[src/rtl/ps2_tx.sv]
// rtl/ps2_tx.sv - PS/2 host-to-device command transmitter
//
// Sends one command byte to a PS/2 device using the open-drain bus
// sequence: inhibit the clock, request-to-send (data low), release the
// clock, shift the frame out on device falling edges, then check the
// device acknowledge and wait for the bus to return idle.
//
// Parameters
//   INHIBIT_CYCLES  clk cycles the PS/2 clock is held low before the request
//   TIMEOUT_CYCLES  clk cycles allowed from the request to end of transfer
//
// Ports
//   clk          system clock
//   rst_n        asynchronous active-low reset
//   tx_valid     command byte offered
//   tx_data      command byte
//   tx_ready     idle; byte accepted on tx_valid && tx_ready
//   ps2_clk_in   debounced PS/2 clock line level
//   ps2_data_in  PS/2 data line level
//   ps2_clk_oe   1 pulls the PS/2 clock low
//   ps2_data_oe  1 pulls the PS/2 data low
//   busy         transfer in progress (receive path should ignore the bus)
//   tx_done      one-cycle pulse, byte acknowledged by the device
//   tx_err       one-cycle pulse, NACK or timeout

module ps2_tx #(
    parameter int INHIBIT_CYCLES = 5000,
    parameter int TIMEOUT_CYCLES = 1000000
) (
    input  logic       clk,
    input  logic       rst_n,
    input  logic       tx_valid,
    input  logic [7:0] tx_data,
    output logic       tx_ready,
    input  logic       ps2_clk_in,
    input  logic       ps2_data_in,
    output logic       ps2_clk_oe,
    output logic       ps2_data_oe,
    output logic       busy,
    output logic       tx_done,
    output logic       tx_err
);

    localparam int CNT_MAX = (INHIBIT_CYCLES > TIMEOUT_CYCLES) ? INHIBIT_CYCLES : TIMEOUT_CYCLES;
    localparam int CW      = $clog2(CNT_MAX + 1);

    localparam logic [CW-1:0] INH_LAST = CW'(INHIBIT_CYCLES - 1);
    localparam logic [CW-1:0] TO_LAST  = CW'(TIMEOUT_CYCLES - 1);
    localparam logic [CW-1:0] CNT_ONE  = CW'(1);

    typedef enum logic [2:0] {
        S_IDLE,
        S_INHIBIT,
        S_REQ,
        S_SEND,
        S_WAIT_ACK,
        S_WAIT_IDLE
    } state_t;

    state_t        state, state_nxt;
    logic          cur, prev;
    logic [9:0]    shift, shift_nxt;
    logic [3:0]    bit_cnt, bit_cnt_nxt;
    logic [CW-1:0] cnt, cnt_nxt;
    logic          ack_ok, ack_ok_nxt;
    logic          data_oe_nxt;
    logic          done_nxt, err_nxt;
    logic          ready_nxt, busy_nxt, clk_oe_nxt;

    logic neg_edge;
    logic accept;
    logic timeout;

    assign neg_edge = prev & ~cur;
    assign accept   = tx_valid & tx_ready;
    // The counter is cleared entering REQ and advances every cycle from
    // then on, so it holds TO_LAST on the TIMEOUT_CYCLES-th edge after REQ.
    assign timeout  = (cnt == TO_LAST);

    always_comb begin
        state_nxt   = state;
        shift_nxt   = shift;
        bit_cnt_nxt = bit_cnt;
        cnt_nxt     = cnt;
        ack_ok_nxt  = ack_ok;
        data_oe_nxt = ps2_data_oe;
        done_nxt    = 1'b0;
        err_nxt     = 1'b0;

        case (state)
            S_IDLE: begin
                data_oe_nxt = 1'b0;
                if (accept) begin
                    // Stop bit at the top so it falls out after parity;
                    // the start bit is driven directly by REQ.
                    shift_nxt   = {1'b1, ~^tx_data, tx_data};
                    bit_cnt_nxt = 4'd0;
                    cnt_nxt     = '0;
                    ack_ok_nxt  = 1'b0;
                    state_nxt   = S_INHIBIT;
                end
            end

            S_INHIBIT: begin
                if (cnt == INH_LAST) begin
                    cnt_nxt     = '0;
                    data_oe_nxt = 1'b1;
                    state_nxt   = S_REQ;
                end else begin
                    cnt_nxt = cnt + CNT_ONE;
                end
            end

            S_REQ: begin
                cnt_nxt   = cnt + CNT_ONE;
                state_nxt = S_SEND;
            end

            S_SEND: begin
                if (timeout) begin
                    data_oe_nxt = 1'b0;
                    err_nxt     = 1'b1;
                    state_nxt   = S_IDLE;
                end else begin
                    cnt_nxt = cnt + CNT_ONE;
                    if (neg_edge) begin
                        data_oe_nxt = ~shift[0];
                        shift_nxt   = {1'b0, shift[9:1]};
                        bit_cnt_nxt = bit_cnt + 4'd1;
                        // The tenth edge puts the stop bit (line released).
                        if (bit_cnt == 4'd9) begin
                            state_nxt = S_WAIT_ACK;
                        end
                    end
                end
            end

            S_WAIT_ACK: begin
                if (timeout) begin
                    data_oe_nxt = 1'b0;
                    err_nxt     = 1'b1;
                    state_nxt   = S_IDLE;
                end else begin
                    cnt_nxt = cnt + CNT_ONE;
                    if (neg_edge) begin
                        ack_ok_nxt = ~ps2_data_in;
                        state_nxt  = S_WAIT_IDLE;
                    end
                end
            end

            S_WAIT_IDLE: begin
                if (timeout) begin
                    data_oe_nxt = 1'b0;
                    err_nxt     = 1'b1;
                    state_nxt   = S_IDLE;
                end else begin
                    cnt_nxt = cnt + CNT_ONE;
                    if (ps2_clk_in && ps2_data_in) begin
                        done_nxt  = ack_ok;
                        err_nxt   = ~ack_ok;
                        state_nxt = S_IDLE;
                    end
                end
            end

            default: begin
                data_oe_nxt = 1'b0;
                state_nxt   = S_IDLE;
            end
        endcase

        clk_oe_nxt = (state_nxt == S_INHIBIT) || (state_nxt == S_REQ);
        busy_nxt   = (state_nxt != S_IDLE);
        // Ready stays low through the completion pulse so a byte offered
        // in that cycle is not taken; it returns on the following cycle.
        ready_nxt  = (state_nxt == S_IDLE) && !done_nxt && !err_nxt;
    end

    always_ff @(posedge clk or negedge rst_n) begin
        if (!rst_n) begin
            state       <= S_IDLE;
            cur         <= 1'b0;
            prev        <= 1'b0;
            shift       <= '0;
            bit_cnt     <= '0;
            cnt         <= '0;
            ack_ok      <= 1'b0;
            tx_ready    <= 1'b1;
            busy        <= 1'b0;
            ps2_clk_oe  <= 1'b0;
            ps2_data_oe <= 1'b0;
            tx_done     <= 1'b0;
            tx_err      <= 1'b0;
        end else begin
            state       <= state_nxt;
            cur         <= ps2_clk_in;
            prev        <= cur;
            shift       <= shift_nxt;
            bit_cnt     <= bit_cnt_nxt;
            cnt         <= cnt_nxt;
            ack_ok      <= ack_ok_nxt;
            tx_ready    <= ready_nxt;
            busy        <= busy_nxt;
            ps2_clk_oe  <= clk_oe_nxt;
            ps2_data_oe <= data_oe_nxt;
            tx_done     <= done_nxt;
            tx_err      <= err_nxt;
        end
    end

endmodule
[config.mk]
export PLATFORM = sky130hd
export DESIGN_NAME = ps2_tx
export DESIGN_NICKNAME = d
export VERILOG_FILES = /design/src/rtl/ps2_tx.sv
export SDC_FILE = /design/constraint.sdc
export NUM_CORES = 1
export LEC_CHECK = 0
export CELL_PAD_IN_SITES_DETAIL_PLACEMENT = 0
export CELL_PAD_IN_SITES_GLOBAL_PLACEMENT = 1
export CORE_UTILIZATION = 47
export CTS_BUF_LIST = sky130_fd_sc_hd__clkbuf_4 sky130_fd_sc_hd__clkbuf_8
export DETAILED_ROUTE_END_ITERATION = 10
export PLACE_DENSITY = 0.79
export SLEW_MARGIN = 20
export SYNTH_ARGS = -nofsm -noshare
export SYNTH_HDL_FRONTEND = slang
export SYNTH_SLANG_ARGS = --single-unit
export TNS_END_PERCENT = 30
[constraint.sdc]
create_clock -name clk -period 2.9 [get_ports clk]
set_clock_uncertainty 0.2 [all_clocks]
set_input_delay 0.87 -clock clk [delete_from_list [all_inputs] [get_ports clk]]
set_output_delay 0.87 -clock clk [all_outputs]
set_load 0.01 [all_outputs]
After elaboration in Yosys (flattened, before gate mapping)
Index checks and enable logic that the tools add are counted.

cells by class
  bitwise operators = 7
  muxes and demuxes = 38
  equality and inequality tests = 19
  add/sub/neg operators = 2
  reduce and logical (&&, ||, !) cells = 20

operators by type and width
  operator               count
  $pmux 20 s4            1
  $mux 20                3
  $mux 10                3
  $mux 3                 9
  $add 20x1->20 const B  1
  $eq 20x13->1 const B   1
  $eq 20x20->1 const B   1
  $pmux 10 s2            1
  $pmux 3 s6             1
  $ne 2x2->1 const B     7
  $mux 1                 13
  $mux 4                 3
  $reduce_and 4->1       3
  $eq 3x2->1 const B     3
  $pmux 4 s2             1
  $reduce_xnor 8->1      1
  $eq 3x1->1 const B     2
  $eq 3x3->1 const B     2
  $logic_not 3->1        2
  $not 1->1              5
  $add 4x1->4 const B    1
  $eq 4x4->1 const B     1
  $pmux 1 s2             2
  $pmux 1 s4             1
  other kinds (12)       18

word-level totals
  output and inout bits = 6
  logic and storage cells = 99
  flip-flop bits (word level) = 46

Depth between registers and ports, before layout
  depth in word-level cells = 8
  mapped depth = 8
  mapped depth without buffers = 6

Least setup slack after synthesis
OpenSTA, ideal clock, no wires.

  path kind = flip-flop to flip-flop
  start = reg cnt[6]
  end = reg cnt[5]
  period minus slack after synthesis = 2481 ps
  buffers on the path = 1
  stages on the path, launching flop included = 7
  arrival = 2144 ps
  setup slack = 419 ps
  setup time = 137 ps
  data required time = 2563 ps
  cells stage by stage = dfrtp_1 or4_4 or4_4 o31ai_4 buf_6 nand3b_2 o211ai_1

between the ends
  word-level cells in the longest chain between the ends = 3

RTL lines
  element                                          RTL line  RTL
  from (decl)                                      64        logic [CW-1:0] cnt, cnt_nxt;
  from (signal assigned)                           201       cnt <= cnt_nxt;
  $eq 20x13->1 or $eq 20x20->1 (tied branches)     105, 78
  $mux 20 or $ne 2x2->1 (tied branches)            n/a
  $pmux 20 s4 or $reduce_and 3->1 (tied branches)  n/a

Several ways; a longest one is shown, not always the timed one.
A chain may end at the register's enable or synchronous reset.

Worst setup path after layout
  start = reg cnt[11]
  end = reg cnt[4]

Same word-level chain as after synthesis.

==> out/metrics.yaml <==
drt:
  vias_per_cell: 5.91
  first_pass_iters: 4
  avgRoutedWirePerCell_um: 16.3
  drc: 0
  wl_um: 6400
  dr.first_iter.drc_count: 89
  antenna_left: 0
  vias: 2324
global_route:
  gr-total-overflow: 0
  grt_start_max_net_pins: 23
  grt_pass1_wl_um: 11000
  grt_use_total_pct: 23.3
  antenna_found_initial: 0
  grt_pass1_vias: 2243
yosys:
  synth_compound_area_share_pct: 22.2
  synthCells: 287
  synth-async-reset-ratio_pct: 100
  synth_top_cell_area_share_pct: 41.6
  synthXorXnorAreaFrac_pct: 2.59
  synth_top_family_by_area: "simple AND/OR/NAND/NOR gates"
  synth_mux_area_share_pct: 1.57
  netlist_area_mm2: 0.00271
  synth_simple_gate_area_share_pct: 24.1
  yosys_warnings: 0
  synth_area_leaders: "dfrtp_1 (42%), a22oi_1 (4.2%), nand2_1 (3.9%)"
  synth_top_cell_by_area: "dfrtp_1"
  ys_seq_elements: 46
  synth_edf_count: 0
  synth_ff_type: "dfrtp_1"
  synth_cell_types: 60
  synth_fa_ha_area_share_pct: 2.31
  seq_area_frac_synth_pct: 42.6
  postSynthAreaPerCell_um2: 9.43
  synth_nets: 305
cells_and_area:
  fillers: 540
  nNetsFinal: 338
  final_common_cell: "dfrtp_1"
  final_cells: 393
  syn2layout_area_growth_pct: 17.8
  diodes: 0
  drive_above_1_share_pct: 15.3
  utilization_pct: 57.5
  final_cell_mix: "dfrtp_1 (45), nand2_1 (28), buf_4 (25), nor2_1 (17), clkdlybuf4s50_1 (17)"
setup_path:
  cpMaxStageDelayCell: "or4_4"
  critPathRequiredTime_ns: 2.89
  crit_path_max_incr_delay_ns: 0.54
  crit_arrival_ns: 2.75
  critPathKind: "flip-flop to flip-flop"
  cp-start-kind: "flip-flop"
  critPathMostFrequentCell: "or4_4"
  end_kind: "flip-flop"
  worstPathMaxFanout: 22
  worstPathCellList: "or4_4 -> or4_4 -> o31ai_4 -> buf_4 -> nor2b_2 -> a221o_1"
place:
  port_buffers: 18
  dp.cells: 385
  gp_congestion: 0.838
  place_hpwl_um: 4550
timing:
  fin_setup_tns_ns: 0
  maxSlewViolCount: 0
  fmax_ghz: 0.362
  rsz0062_at_grt: "no"
  worstMarginPinSlew_ns: 0.622
  maxSlewHeadroom_pct: 58.2
  hold_viol: 0
  setup_violations: 0
  period_needed_ns: 2.76
  period_share_pct: 95.2
  hold-worst-slack_ns: 0.188
cts:
  postCtsSetupBuffers: 0
  cts_resized: 0
  tritoncts: "done"
  cts_hold_buf: 0
  path_clk_slew_ns: 0.09
  clock_sinks: 46
  h-tree-depth: 2
  clk_path_buf_depth: 2
  cts_root_buf: "clkbuf_8"
  cts_made_buffers: 5
  insertion_delay_ns: 0.30
hold_path:
  hp-class: "flip-flop to flip-flop"
power:
  pwr_density_cell_mw_per_mm2: 684
  p_total_mw: 2.18
  vdd_drop_max_mv: 0.356
  cellLeakagePower_nw: 1.31
die:
  die_x_um: 77.9
  die_area_mm2: 0.00607
  core_area_mm2: 0.00554
  fp.dieH_um: 77.9
  start_util_pct: 48.8
  placementRows: 27
  io-pin-count: 19
run:
  maxCapViolCount: 0
run_status:
  outcome: "complete, no violations"
==> cells by family after synthesis <==
logic type,Yosys count
muxes,4
DFF,46
AOI/OAI and AO/OA,79
and+or+nand+nor,117
xor gates and xnor gates,8
adders and majority gates,5
buffers and inverters,28
==> worst max-delay path, delay by kind of cell, from the launching register on <==
kind | cells | cell delay [ns]
compound gates | 2 | 0.54
buf+inv | 1 | 0.30
flops | 1 | 0.43
simple gates | 3 | 1.16
==> final timing paths <==
| kind | start | end | slack (ns) | depth (start not counted) |
|---|---|---|---|---|
| max in group asynchronous | rst_n | tx_ready$_DFF_PN1_ | 1.56 | 2 |
| worst max register to register | cnt[11]$_DFFE_PN0P_ | cnt[4]$_DFFE_PN0P_ | 0.14 | 6 |
| worst max-delay path | cnt[11]$_DFFE_PN0P_ | cnt[4]$_DFFE_PN0P_ | 0.14 | 6 |
| worst min-delay path | cur$_DFF_PN0_ | prev$_DFF_PN0_ | 0.19 | 0 |
| min in group asynchronous | rst_n | shift[4]$_DFFE_PN0P_ | 0.30 | 1 |
| worst min register to register | cur$_DFF_PN0_ | prev$_DFF_PN0_ | 0.19 | 0 |
==> synthesized netlist by cell type (3+ instances only) <==
master and number:
a41oi_1 3, a21o_1 5, nand3_1 15, o22ai_1 3, o21ai_0 5, a31oi_1 4
a22o_1 4, nor3_1 3, nand4_1 11, o31ai_1 4, inv_1 11, nor2b_1 4
nand2b_1 5, clkbuf_1 9, nand2_1 28, dfrtp_1 45, nor4_1 3, o2bb2ai_1 10
and3_1 6, a21oi_1 9, or3_1 6, buf_2 5, a22oi_1 15, ha_1 5
nor2_1 17, xnor2_1 7
==> layer usage <==
metal  part of all wire [%]  GRT usage, %  vias up
met2                     48          38.4       43
met4                   0.92          6.79        0
li1                       -             -     1147
met3                    3.3          4.24        4
met5                      0             0        -
met1                     48          31.1     1130
==> state kept, by name, indices dropped and copies added (netlist names) <==
name	flops
prev	1
tx_done	1
ps2_data_oe	1
cur	1
busy	1
cnt	20
shift	10
tx_err	1
bit_cnt	4
ack_ok	1
ps2_clk_oe	1
state	3
tx_ready	1
==> per-stage QoR <==
stage	setup WS [ns]	instance area [um^2]
after floorplan	0.419	2710
after global placement	0.0845	3070
after detailed placement	0.0397	3070
after CTS	0.132	3190
after global routing	0.0430	3190
final	0.139	3190
==> where the power goes <==
part,internal (mW),leakage (nW),switching (mW)
Combinational,0.357,0.653,0.371
Clock,0.277,0.0593,0.221
Sequential,0.806,0.597,0.149
Total,1.44,1.31,0.741
==> layout make-up <==
type | instances | area, um^2 | area share [%]
multi-input cells | 213 | 1430 | 44.8
clock buffers | 7 | 83.8 | 2.63
inverters | 11 | 41.3 | 1.30
well taps | 72 | 90.1 | 2.83
repair buffers | 43 | 363 | 11.4
clock inverters | 1 | 30.0 | 0.942
flip-flops and latches | 46 | 1150 | 36.1
Power figures use the tool's default switching activity.
